## src/rtl/uart_transmitter.sv

```systemverilog
// -----------------------------------------------------------------------------
// uart_transmitter
//   Buffered 8N1 serial transmitter. CPU stores to the TX data word are queued
//   in a small circular FIFO and serialized LSB first on tx_o: one start bit,
//   eight data bits and one stop bit, each DIVISOR clocks long.
//   Queued frames are sent back to back with no idle gap between them.
//
// Parameters
//   CLOCK_HZ  system clock frequency in Hz
//   BAUD      serial bit rate; DIVISOR = CLOCK_HZ / BAUD (must be >= 1)
//   DEPTH     FIFO depth in bytes (power of 2, >= 2)
//
// Ports
//   clk         system clock, all logic on posedge
//   reset       synchronous active-high; flushes the FIFO and aborts any frame
//   tx_data_i   byte to enqueue (sampled only on an accepting edge)
//   tx_valid_i  enqueue request
//   tx_ready_o  FIFO not full
//   tx_o        registered serial line, idle high
//   busy_o      frame in progress or FIFO non-empty
//   level_o     bytes queued in the FIFO (excludes the byte in the shifter)
// -----------------------------------------------------------------------------
module uart_transmitter #(
  parameter int CLOCK_HZ = 6250,
  parameter int BAUD     = 781,
  parameter int DEPTH    = 4
) (
  input  logic                     clk,
  input  logic                     reset,
  input  logic [7:0]               tx_data_i,
  input  logic                     tx_valid_i,
  output logic                     tx_ready_o,
  output logic                     tx_o,
  output logic                     busy_o,
  output logic [$clog2(DEPTH):0]   level_o
);

  localparam int DIVISOR = CLOCK_HZ / BAUD;
  localparam int CNT_W   = (DIVISOR > 1) ? $clog2(DIVISOR) : 1;
  localparam int PTR_W   = $clog2(DEPTH);
  localparam int LVL_W   = PTR_W + 1;

  localparam logic [CNT_W-1:0] CNT_LAST = CNT_W'(DIVISOR - 1);
  localparam logic [LVL_W-1:0] LVL_FULL = LVL_W'(DEPTH);

  if (DIVISOR < 1) begin : g_bad_divisor
    $error("uart_transmitter: CLOCK_HZ / BAUD must be at least 1");
  end
  if ((DEPTH < 2) || ((DEPTH & (DEPTH - 1)) != 0)) begin : g_bad_depth
    $error("uart_transmitter: DEPTH must be a power of 2 and at least 2");
  end

  typedef enum logic [1:0] {IDLE, START, DATA, STOP} state_t;

  state_t             state_q, state_d;
  logic [CNT_W-1:0]   cnt_q, cnt_d;
  logic [2:0]         bit_q, bit_d;
  logic [7:0]         shift_q, shift_d;
  logic               tx_q, tx_d;
  logic [7:0]         mem [DEPTH];
  logic [PTR_W-1:0]   wr_ptr_q, rd_ptr_q;
  logic [LVL_W-1:0]   level_q;

  logic               push;
  logic               pop;
  logic               level_nz;
  logic               cnt_last;

  // Ready looks only at the registered level, so a pop in the same cycle
  // never lets a push into a full FIFO.
  assign tx_ready_o = (level_q != LVL_FULL);
  assign push       = tx_valid_i && tx_ready_o;
  assign level_nz   = (level_q != '0);
  assign cnt_last   = (cnt_q == CNT_LAST);

  // State / control register
  always_ff @(posedge clk) begin
    if (reset) begin
      state_q  <= IDLE;
      cnt_q    <= '0;
      bit_q    <= '0;
      tx_q     <= 1'b1;
      level_q  <= '0;
      wr_ptr_q <= '0;
      rd_ptr_q <= '0;
    end else begin
      state_q  <= state_d;
      cnt_q    <= cnt_d;
      bit_q    <= bit_d;
      tx_q     <= tx_d;
      if (push) wr_ptr_q <= wr_ptr_q + 1'b1;
      if (pop)  rd_ptr_q <= rd_ptr_q + 1'b1;
      case ({push, pop})
        2'b10:   level_q <= level_q + 1'b1;
        2'b01:   level_q <= level_q - 1'b1;
        default: level_q <= level_q;
      endcase
    end
  end

  // Data storage: FIFO entries and shifter carry no reset; the control
  // state above decides whether their contents are meaningful.
  always_ff @(posedge clk) begin
    if (push) mem[wr_ptr_q] <= tx_data_i;
    shift_q <= shift_d;
  end

  // Next-state logic
  always_comb begin
    state_d = state_q;
    cnt_d   = cnt_q;
    bit_d   = bit_q;
    shift_d = shift_q;
    pop     = 1'b0;
    case (state_q)
      IDLE: begin
        cnt_d = '0;
        if (level_nz) begin
          pop     = 1'b1;
          shift_d = mem[rd_ptr_q];
          state_d = START;
        end
      end
      START: begin
        if (cnt_last) begin
          cnt_d   = '0;
          bit_d   = '0;
          state_d = DATA;
        end else begin
          cnt_d = cnt_q + 1'b1;
        end
      end
      DATA: begin
        if (cnt_last) begin
          cnt_d = '0;
          if (bit_q == 3'd7) begin
            state_d = STOP;
          end else begin
            bit_d   = bit_q + 3'd1;
            shift_d = {1'b0, shift_q[7:1]};
          end
        end else begin
          cnt_d = cnt_q + 1'b1;
        end
      end
      STOP: begin
        if (cnt_last) begin
          cnt_d = '0;
          // Chain straight into the next start bit when more bytes wait.
          if (level_nz) begin
            pop     = 1'b1;
            shift_d = mem[rd_ptr_q];
            state_d = START;
          end else begin
            state_d = IDLE;
          end
        end else begin
          cnt_d = cnt_q + 1'b1;
        end
      end
      default: begin
        state_d = IDLE;
        cnt_d   = '0;
      end
    endcase
  end

  // Output logic: the line level is computed for the upcoming state and
  // registered, so tx_o changes exactly on the edge that enters a bit cell.
  always_comb begin
    case (state_d)
      START:   tx_d = 1'b0;
      DATA:    tx_d = shift_d[0];
      default: tx_d = 1'b1;
    endcase
    busy_o = (state_q != IDLE) || level_nz;
  end

  assign tx_o    = tx_q;
  assign level_o = level_q;

endmodule

```

## config.mk

```make
export PLATFORM = sky130hd
export DESIGN_NAME = uart_transmitter
export DESIGN_NICKNAME = d
export VERILOG_FILES = /design/src/rtl/uart_transmitter.sv
export SDC_FILE = /design/constraint.sdc
export NUM_CORES = 1
export LEC_CHECK = 0
export ABC_AREA = 1
export CORE_UTILIZATION = 59
export CTS_BUF_LIST = sky130_fd_sc_hd__clkbuf_2
export DETAILED_ROUTE_END_ITERATION = 8
export GPL_TIMING_DRIVEN = 0
export PLACE_DENSITY = 0.81
export SYNTH_ARGS = -nofsm -noshare
export SYNTH_HDL_FRONTEND = slang
export SYNTH_SLANG_ARGS = --single-unit
```

## constraint.sdc

```tcl
create_clock -name clk -period 2.3 [get_ports clk]
set_input_delay 0.23 -clock clk [delete_from_list [all_inputs] [get_ports clk]]
set_output_delay 0.23 -clock clk [all_outputs]
set_load 0.02 [all_outputs]
```

## Word level (Yosys, flattened, before mapping)

Memories as Yosys holds them, arrays and structs flattened. A register that Yosys moved wholly into a read port is not among the register bits.
Index checks and enable logic that the tools add are counted.

| cells by class | value |
|---|---|
| reductions and logical operators | 11 |
| equal/unequal tests | 14 |
| mux-type cells | 27 |
| add/subtract/negate cells | 6 |

Operators with widths:

| cell | count |
|---|---|
| 2-to-1 mux 8 bit | 4 |
| one-hot mux 8 bit (3 select lines) | 1 |
| one-hot mux 3 bit (2 select lines) | 3 |
| 2-to-1 mux 2 bit | 7 |
| 2-to-1 mux 3 bit | 4 |
| adder 3 x 1 -> 3 bit (second input constant) | 3 |
| equality test 2 bit (second input constant) | 4 |
| inequality test 2 bit (second input constant) | 4 |
| one-hot mux 2 bit (4 select lines) | 1 |
| AND reduction 4 bit | 2 |
| equality test 2 x 1 -> 1 bit (second input constant) | 3 |
| equality test 3 bit (second input constant) | 2 |
| nonzero test 2 bit | 3 |
| nonzero test 3 bit | 2 |
| 2-to-1 mux 1 bit | 5 |
| adder 2 x 1 -> 2 bit (second input constant) | 2 |
| one-hot mux 1 bit (2 select lines) | 2 |
| inequality test 3 bit (second input constant) | 1 |
| OR reduction 3 bit | 1 |
| subtractor 3 x 1 -> 3 bit (second input constant) | 1 |
| logical NOT 2 bit | 1 |
| logical AND 1 bit | 1 |
| logical OR 1 bit | 1 |

| storage, ports and cells | value |
|---|---|
| bits of input ports | 11 |
| memories kept | 1 |
| flip-flop bits (word level) | 24 |
| RAM bits | 32 |
| output and inout port bits | 6 |

Memory list:

| memory | depth | width | rd ports | clocked after Yosys merged registers in | write ports | line | RTL |
|---|---|---|---|---|---|---|---|
| mem | 4 | 8 | 1 | 1 | 1 | 60 | `logic [7:0] mem [DEPTH];` |

## Logic depth before layout (Yosys ltp)

| logic depth | value |
|---|---|
| depth after elaboration | 6 |
| gate-level depth with buffers | 12 |
| mapped depth without buffers | 11 |

## Worst setup path before layout

No wires, ideal clock.

| path | value |
|---|---|
| kind | register to register |
| from | register state_q[1] |
| to | register level_q[2], in the netlist level_o[2] |
| cell stages (with the launch flop) | 11 |
| library setup time | 0.122 ns |
| setup slack | 0.158 ns |
| data required time | 2.178 ns |
| buffers on the path | 0 |
| period minus slack after synthesis | 2.142 ns |
| data arrival time | 2.020 ns |
| path through | dfxtp_1 inv_1 ha_1 nor3_4 ha_1 inv_1 fa_1 a21oi_1 o21ai_0 o21ai_0 a21oi_1 |

| on the way | value |
|---|---|
| word-level cells in the longest chain between the ends | 4 |
| elaborated cells on any way between the ends | 7 |
| classes of those cells | eq/ne: 3; mux: 2; reduce/logical: 2 |

Ends and longest elaborated chain:

| item | line | RTL |
|---|---|---|
| start: declaration | 55 | `state_t state_q, state_d;` |
| start signal: assignment | 87 | `state_q <= state_d;` |
| equality test 2 bit / logical NOT 2 bit (equally long branches) | 115 | `case (state_q)` |
| one-hot mux 1 bit (2 select lines) * | 115 |  |
| named net pop | 65 | `logic pop;` |
| equality test 2 x 1 -> 1 bit / equality test 2 bit (equally long branches) | 93 | `case ({push, pop})` |
| one-hot mux 3 bit (2 select lines) / nonzero test 2 bit (equally long branches) | -- |  |
| end signal: assignment | 94 | `2'b10: level_q <= level_q + 1'b1;` |
| end signal: assignment | 95 | `2'b01: level_q <= level_q - 1'b1;` |
| end signal: assignment | 96 | `default: level_q <= level_q;` |
| end: declaration | 62 | `logic [LVL_W-1:0] level_q;` |

Mark *: on every way through the listed nets, which the timed path passes. The rest lies on a longest branch.
A chain may end at the register's enable or synchronous reset.

## Final worst setup path

| path | value |
|---|---|
| from | register level_q[0], in the netlist level_o[0] |
| to | output busy_o |

| on the way | value |
|---|---|
| word-level cells in the longest chain between the ends | 2 |

Ends and longest elaborated chain:

| item | line | RTL |
|---|---|---|
| nonzero test 3 bit | 73 | `assign level_nz = (level_q != '0);` |
| logical OR 1 bit | 176 | `busy_o = (state_q != IDLE) \|\| level_nz;` |
| end: declaration | 34 | `output logic busy_o,` |

Every way passes these cells.

==> metrics.yaml <==
status:
  status: "finished clean"
power:
  pwr_density_cell_nw_per_um2: 1200
  total_power_w: 0.00388
  vdd_drop_max_v: 0.000641
  p_leak_nw: 1.31
logic_synthesis:
  synthesis.area_um2: 2720
  synthArstFlopShare: 0
  ys_seq_area_frac: 0.570
  ys_seq_elements: 58
  yosysWarnings: 0
  synth-main-ff-cell: "edfxtp_1"
  ys_types: 28
  syn_nets: 305
  synth-edff-count: 39
  avgSynthCellArea_um2: 9.80
  synth_cells: 278
placement:
  placed_cells: 346
  io_buffers: 16
  place_area_um2: 2950
  hpwl_um: 3410
  post-place-ws_ps: -112
  gp_congestion: 0.786
detailed_routing:
  antenna_left: 0
  drt_iter0_markers: 116
  wl_per_cell_um: 14.2
  vias_per_cell: 5.38
  vias: 2002
  drt_wl_total_um: 5290
  first_pass_iters: 4
  drcViolationCount: 0
floorplanning:
  pin_count: 17
  die_area_um2: 4890
  dieHeight_um: 69.9
  num_rows: 24
  die_x_um: 69.9
  start_util: 0.621
  design.core.area_um2: 4380
sta:
  fin_crit_ps: 2170
  clock.fmax_mhz: 460
  clock-skew-final_ps: 21.7
  worstMarginPinSlew_ps: 784
  hold_viol_final: 0
  drv_slew: 0
  setup_viol: 0
  setup_slack_ps: 128
  finalCritPeriodShare: 0.944
  maxSlewHeadroom: 0.475
hold_path:
  hold_end: "bit_q[2]"
  min_from: "reset"
  hp-class: "primary input to flip-flop"
  min_path_cells: 2
cells_and_area:
  stdcell_area_um2: 3230
  n_antenna_cell: 0
  final_util: 0.736
  fill_cells: 316
  areaGrowthSynthToFinish_pct: 18.5
  register_area_um2: 1560
  nets: 342
  drive_gt1_frac: 0.175
  fin_cells: 372
  multi_input_area_um2: 1020
clocking:
  cts_buffers: 9
  clock_latency_ps: 490
  cts_hold_buf: 0
  cts_tree: "built"
  clock_path_buffers: 2
  ctsHtreeMaxLevel: 3
  cts.sinks: 58
  cts_root_buf: "clkbuf_2"
  clk_pin_slew_ps: 180
critical_path:
  critPathMaxFanout: 7
  worstReg2RegStart: "state_q[1]"
  reg2regPathDepth: 10
  path_cells: "nor2_2 -> nand2_2 -> inv_2 -> nand2_1 -> clkdlybuf4s50_1"
  worstSetupPathType: "flip-flop to primary output"
  cp-end-kind: "primary output"
  crit_arrival_ps: 1940
  cp_num_buf_inv: 2
  slowest_delay_ps: 540
  ff2ff_setup_slack_ps: 130
  required_ps: 2070
  critPathSlowestCell: "clkdlybuf4s50_1"
  cp_top_family: "buffers and inverters"
  r2r-end: "level_o[2]"
  start_kind: "flip-flop"
grt:
  grt_max_degree: 11
  antenna_found_initial: 0
  track_usage: 0.228
  first_global_vias: 1892
  grt_pass1_wl_um: 8420
  gr-total-overflow: 0
job:
  drv_cap: 0
[kinds of logic (layout without fill, tap and decap cells)]
group           count (synthesis)  count (layout)  share of synthesized area
fa+ha+maj                      16              16                     0.0763
flops                          58              58                      0.570
buf+inv                        47              89                     0.0753
compound gates                 63              63                      0.133
simple gates                   94              94                      0.146
[synth_stat cells (2+ instances only)]
library cell | instances | area, um^2
dfxtp_1 | 19 | 380
o211ai_1 | 2 | 15.0
nor2_1 | 31 | 116
nand3_1 | 13 | 65.1
ha_1 | 15 | 188
buf_4 | 5 | 37.5
inv_2 | 3 | 11.3
buf_2 | 2 | 10.0
o21a_1 | 2 | 15.0
nand2_1 | 43 | 161
edfxtp_1 | 39 | 1170
o21ai_0 | 29 | 145
o21ai_1 | 3 | 15.0
o21bai_1 | 5 | 37.5
inv_1 | 35 | 131
nand2_2 | 3 | 18.8
a21oi_1 | 18 | 90.1
[per-stage QoR]
step           setup TNS [ps]  hold slack [ps]
2_1_floorplan               0              299
3_3_place_gp            -13.0              408
3_5_place_dp             -112              429
4_1_cts                     0              314
5_1_grt                 -12.1              300
6_report                    0              329
[worst max path at each step]
| stage | from | to | slack (ps) | cells after the start |
|---|---|---|---|---|
| after floorplan | state_q[1] | level_o[2] | 160 | 10 |
| after global placement | state_q[0] | level_o[2] | -10 | 10 |
| after detailed placement | state_q[1] | level_o[2] | -110 | 10 |
| after CTS | cnt_q[0] | level_o[2] | 7 | 12 |
| after global routing | state_q[1] | level_o[2] | -8 | 10 |
| final | level_o[0] | busy_o | 130 | 5 |
[metal layers]
layer  GRT usage  part of all wire  vias to the layer above
met5           0                 0                        -
met4      0.0956             0.020                        0
met3      0.0649             0.035                        9
met2       0.378              0.49                       39
met1       0.279              0.45                      947
li1            -                 -                     1007
[report_power, final]
| group | leakage (nW) | total [W] | switching, W | internal (W) |
|---|---|---|---|---|
| Clock | 0.0810 | 0.000740 | 0.000382 | 0.000358 |
| Combinational | 0.707 | 0.00163 | 0.000957 | 0.000670 |
| Sequential | 0.526 | 0.00151 | 0.000122 | 0.00139 |
[final cells by class]
cell class / count / share of cell area
Sequential cell: 58 / 0.484
Buffer: 9 / 0.0205
Clock inverter: 6 / 0.0252
Clock buffer: 10 / 0.0155
Timing Repair Buffer: 26 / 0.0729
Multi-Input combinational cell: 173 / 0.316
Tap cell: 52 / 0.0202
Inverter: 38 / 0.0461
[timing repair]
action / CTS / global route
pin swaps: 1 / 6
setup buffers: 1 / 9
gates resized for setup: 4 / 18
endpoints found under the setup margin: 1 / 1
[sequential cells by signal (all words and copies together), names as in the netlist, named ones only]
name,flops
shift_q,8
level_o,3
tx_o,1
bit_q,3
mem,32
rd_ptr_q,2
state_q,2
wr_ptr_q,2
cnt_q,3
[placed cells by master, fill, tap and decap left out, drive strengths merged, types with 11 or more instances in the layout]
cell	count
a21oi	20
buf	18
clkbuf	11
clkdlybuf4s50	16
dfxtp	19
edfxtp	39
ha	15
inv	37
nand2	46
nand3	13
nor2	32
o21ai	32
(Power assumes the default switching activity.)
==> edit, RTL diff (same flow settings) <==
Encoding of `state_t`: now Gray code (2 bits for 4 states).
--- a/src/rtl/uart_transmitter.sv
+++ b/src/rtl/uart_transmitter.sv
@@ -50,7 +50,7 @@
     $error("uart_transmitter: DEPTH must be a power of 2 and at least 2");
   end
 
-  typedef enum logic [1:0] {IDLE, START, DATA, STOP} state_t;
+  typedef enum logic [1:0] {IDLE = 2'b00, START = 2'b01, DATA = 2'b11, STOP = 2'b10} state_t;
 
   state_t             state_q, state_d;
   logic [CNT_W-1:0]   cnt_q, cnt_d;
Behaviour: no difference found for any inputs over 10 cycles, from zero or initial values and one cycle with reset high; not proved beyond that.
==> edit against the original RTL <==
  * Worst setup slack improved by 2.5 ps
  * Cell count decreased by 12%
  * Total power decreased by 8.4%
  * Final area decreased by 8.0%
  * Sequential cell count unchanged
  * Non-clock buffer count decreased by 15
  * Worst hold slack improved by 57 ps
  * Area after synthesis decreased by 5.3%
  * Sequential power about the same
  * Wire length decreased by 12%
  * Sequential share of layout area increased by 4.0 points
  * Clock power decreased by 2%
  * Critical path depth increased by 8
==> edit: results <==
[detailed_routing]
drt_pass1_iterations = 4
met3_length_um = 232
dr_wl_met2_um = 2244
drt-met1-wl_um = 2166
top_layer = "met3"
drt_iter0_drc = 233
num_vias = 1779
wire_per_inst_um = 14.11

[clock_tree]
htreeDepth = 3
clock-root-buffer = "clkbuf_2"
cts.path.max_buffers = 2
clk_pin_slew_ps = 180
clock_latency_ps = 460
cts_buffers = 9

[outcome]
status = "completed"

[placed_design]
dp_hpwl_um = 3124
gp_congestion = 0.7780
dpl-instance-area_sq_um = 2803
portBuffers = 16

[hold_path]
hold_path.class = "primary input to flop"
holdPathStages = 1

[critical_path]
reg2reg_depth = 13
slowest_stage = "dfxtp_2"
cp.arrival_ps = 2570
max_stage_delay_ps = 390
crit_fanout = 4
critPathTopFamily = "adder cells"

[layout]
diodes = 0
drive_above_1_share_pct = 17.20
nets = 295
reg.largest.list = "mem (32), shift_q (8)"

[sta]
max_slew_margin_pct = 47.05
finalClockSkew_ps = 29.47

[synthesis]
syn_nets = 268
ys_types = 30
synthMuxAreaShare_pct = 0
synth-compound-area-share_pct = 10.96
ys.flop_type = "edfxtp_1"
yosys.area_share.adder_pct = 5.141
synth-xor-area-share_pct = 0
yosys_warnings = 0
postSynth.asyncResetShare_pct = 0
synth_edf_count = 39
synthTopCellsByCount = "edfxtp_1, nor2_1, o21ai_0"
synth.top_cells.by_area = "edfxtp_1, dfxtp_1, nor2_1"
synth_seq_area_share_pct = 60.14

[grt]
grt_pass1_wl_um = 7500
antenna_found_initial = 0
grt_pass1_vias = 1677
grt_util_all_layers_pct = 23.10
grt_max_degree = 11

[power]
p_leak_nw = 1.130
switching_share_pct = 37.32
vdd_ir_drop_max_uv = 622.2
edit: changes by cell type after synthesis, sizes merged, moves of 3 or more:
cell	delta
nand2	-15
a21oi	-12
nor2	+11
inv	-8
o22ai	+7
ha	-6
buf	-5
nor3b	+3
o21bai	-3
edit: worst register-to-register path, delay by kind of cell (launching register included):
kind	cells	cell delay, ps
AOI/OAI and AO/OA	4	530
adders and majority gates	4	760
buffers and inverters	2	140
DFF	1	390
and+or+nand+nor	3	300
edit: per-layer routing:
layer | track usage (%) | vias to the layer above
li1 | - | 902
met1 | 29.54 | 829
met2 | 36.27 | 48
met3 | 7.000 | 0
met4 | 9.896 | 0
met5 | 0 | -
edit: area by class of cell:
cell class | instances | area, sq um
buffer | 4 | 26.28
clock buffer | 10 | 50.05
clock inverter | 6 | 81.33
fill | 310 | 1117
inverter | 30 | 122.6
multi-input combinational | 155 | 912.1
sequential | 58 | 1554
tap | 50 | 62.56
timing repair buffer | 16 | 160.2
edit: power by group through the flow:
stage                     logic [W]  registers [W]  clock network, W
after floorplan            0.000915        0.00153                 0
after global placement      0.00124        0.00152                 0
after detailed placement    0.00129        0.00153                 0
after CTS                   0.00130        0.00151          0.000737
after global routing        0.00146        0.00154          0.000781
final                       0.00131        0.00151          0.000727
edit: through the flow:
stage	hold WS [ps]	util [%]	setup slack, ps	cells
3_5_place_dp	420.4	68.59	21.91	313
2_1_floorplan	312.7	-	203.3	247
6_report	386.2	72.66	130.8	329
3_3_place_gp	410.0	68.59	62.18	313
5_1_grt	342.4	72.66	2.536	329
4_1_cts	347.4	71.89	13.77	329
edit: what timing repair did:
item                                    4_1_cts  5_1_grt
gates resized for setup                       2        7
buffers inserted                              0        0
pin swaps                                     0        2
endpoints found under the setup margin        1        1
edit: path summary, 6_finish.rpt:
path,end,slack (ps),from
max,level_o[2],130,cnt_q[0]
min,mem[3][4],390,tx_data_i[4]
max reg2reg,level_o[2],130,cnt_q[0]
min reg2reg,cnt_q[0],450,cnt_q[0]
edit: cells by family after synthesis:
group	after synthesis
flip-flops	58
buffers and inverters	34
adder cells (fa/ha/maj)	10
AND/OR/NAND/NOR	94
AO/OA/AOI/OAI	51
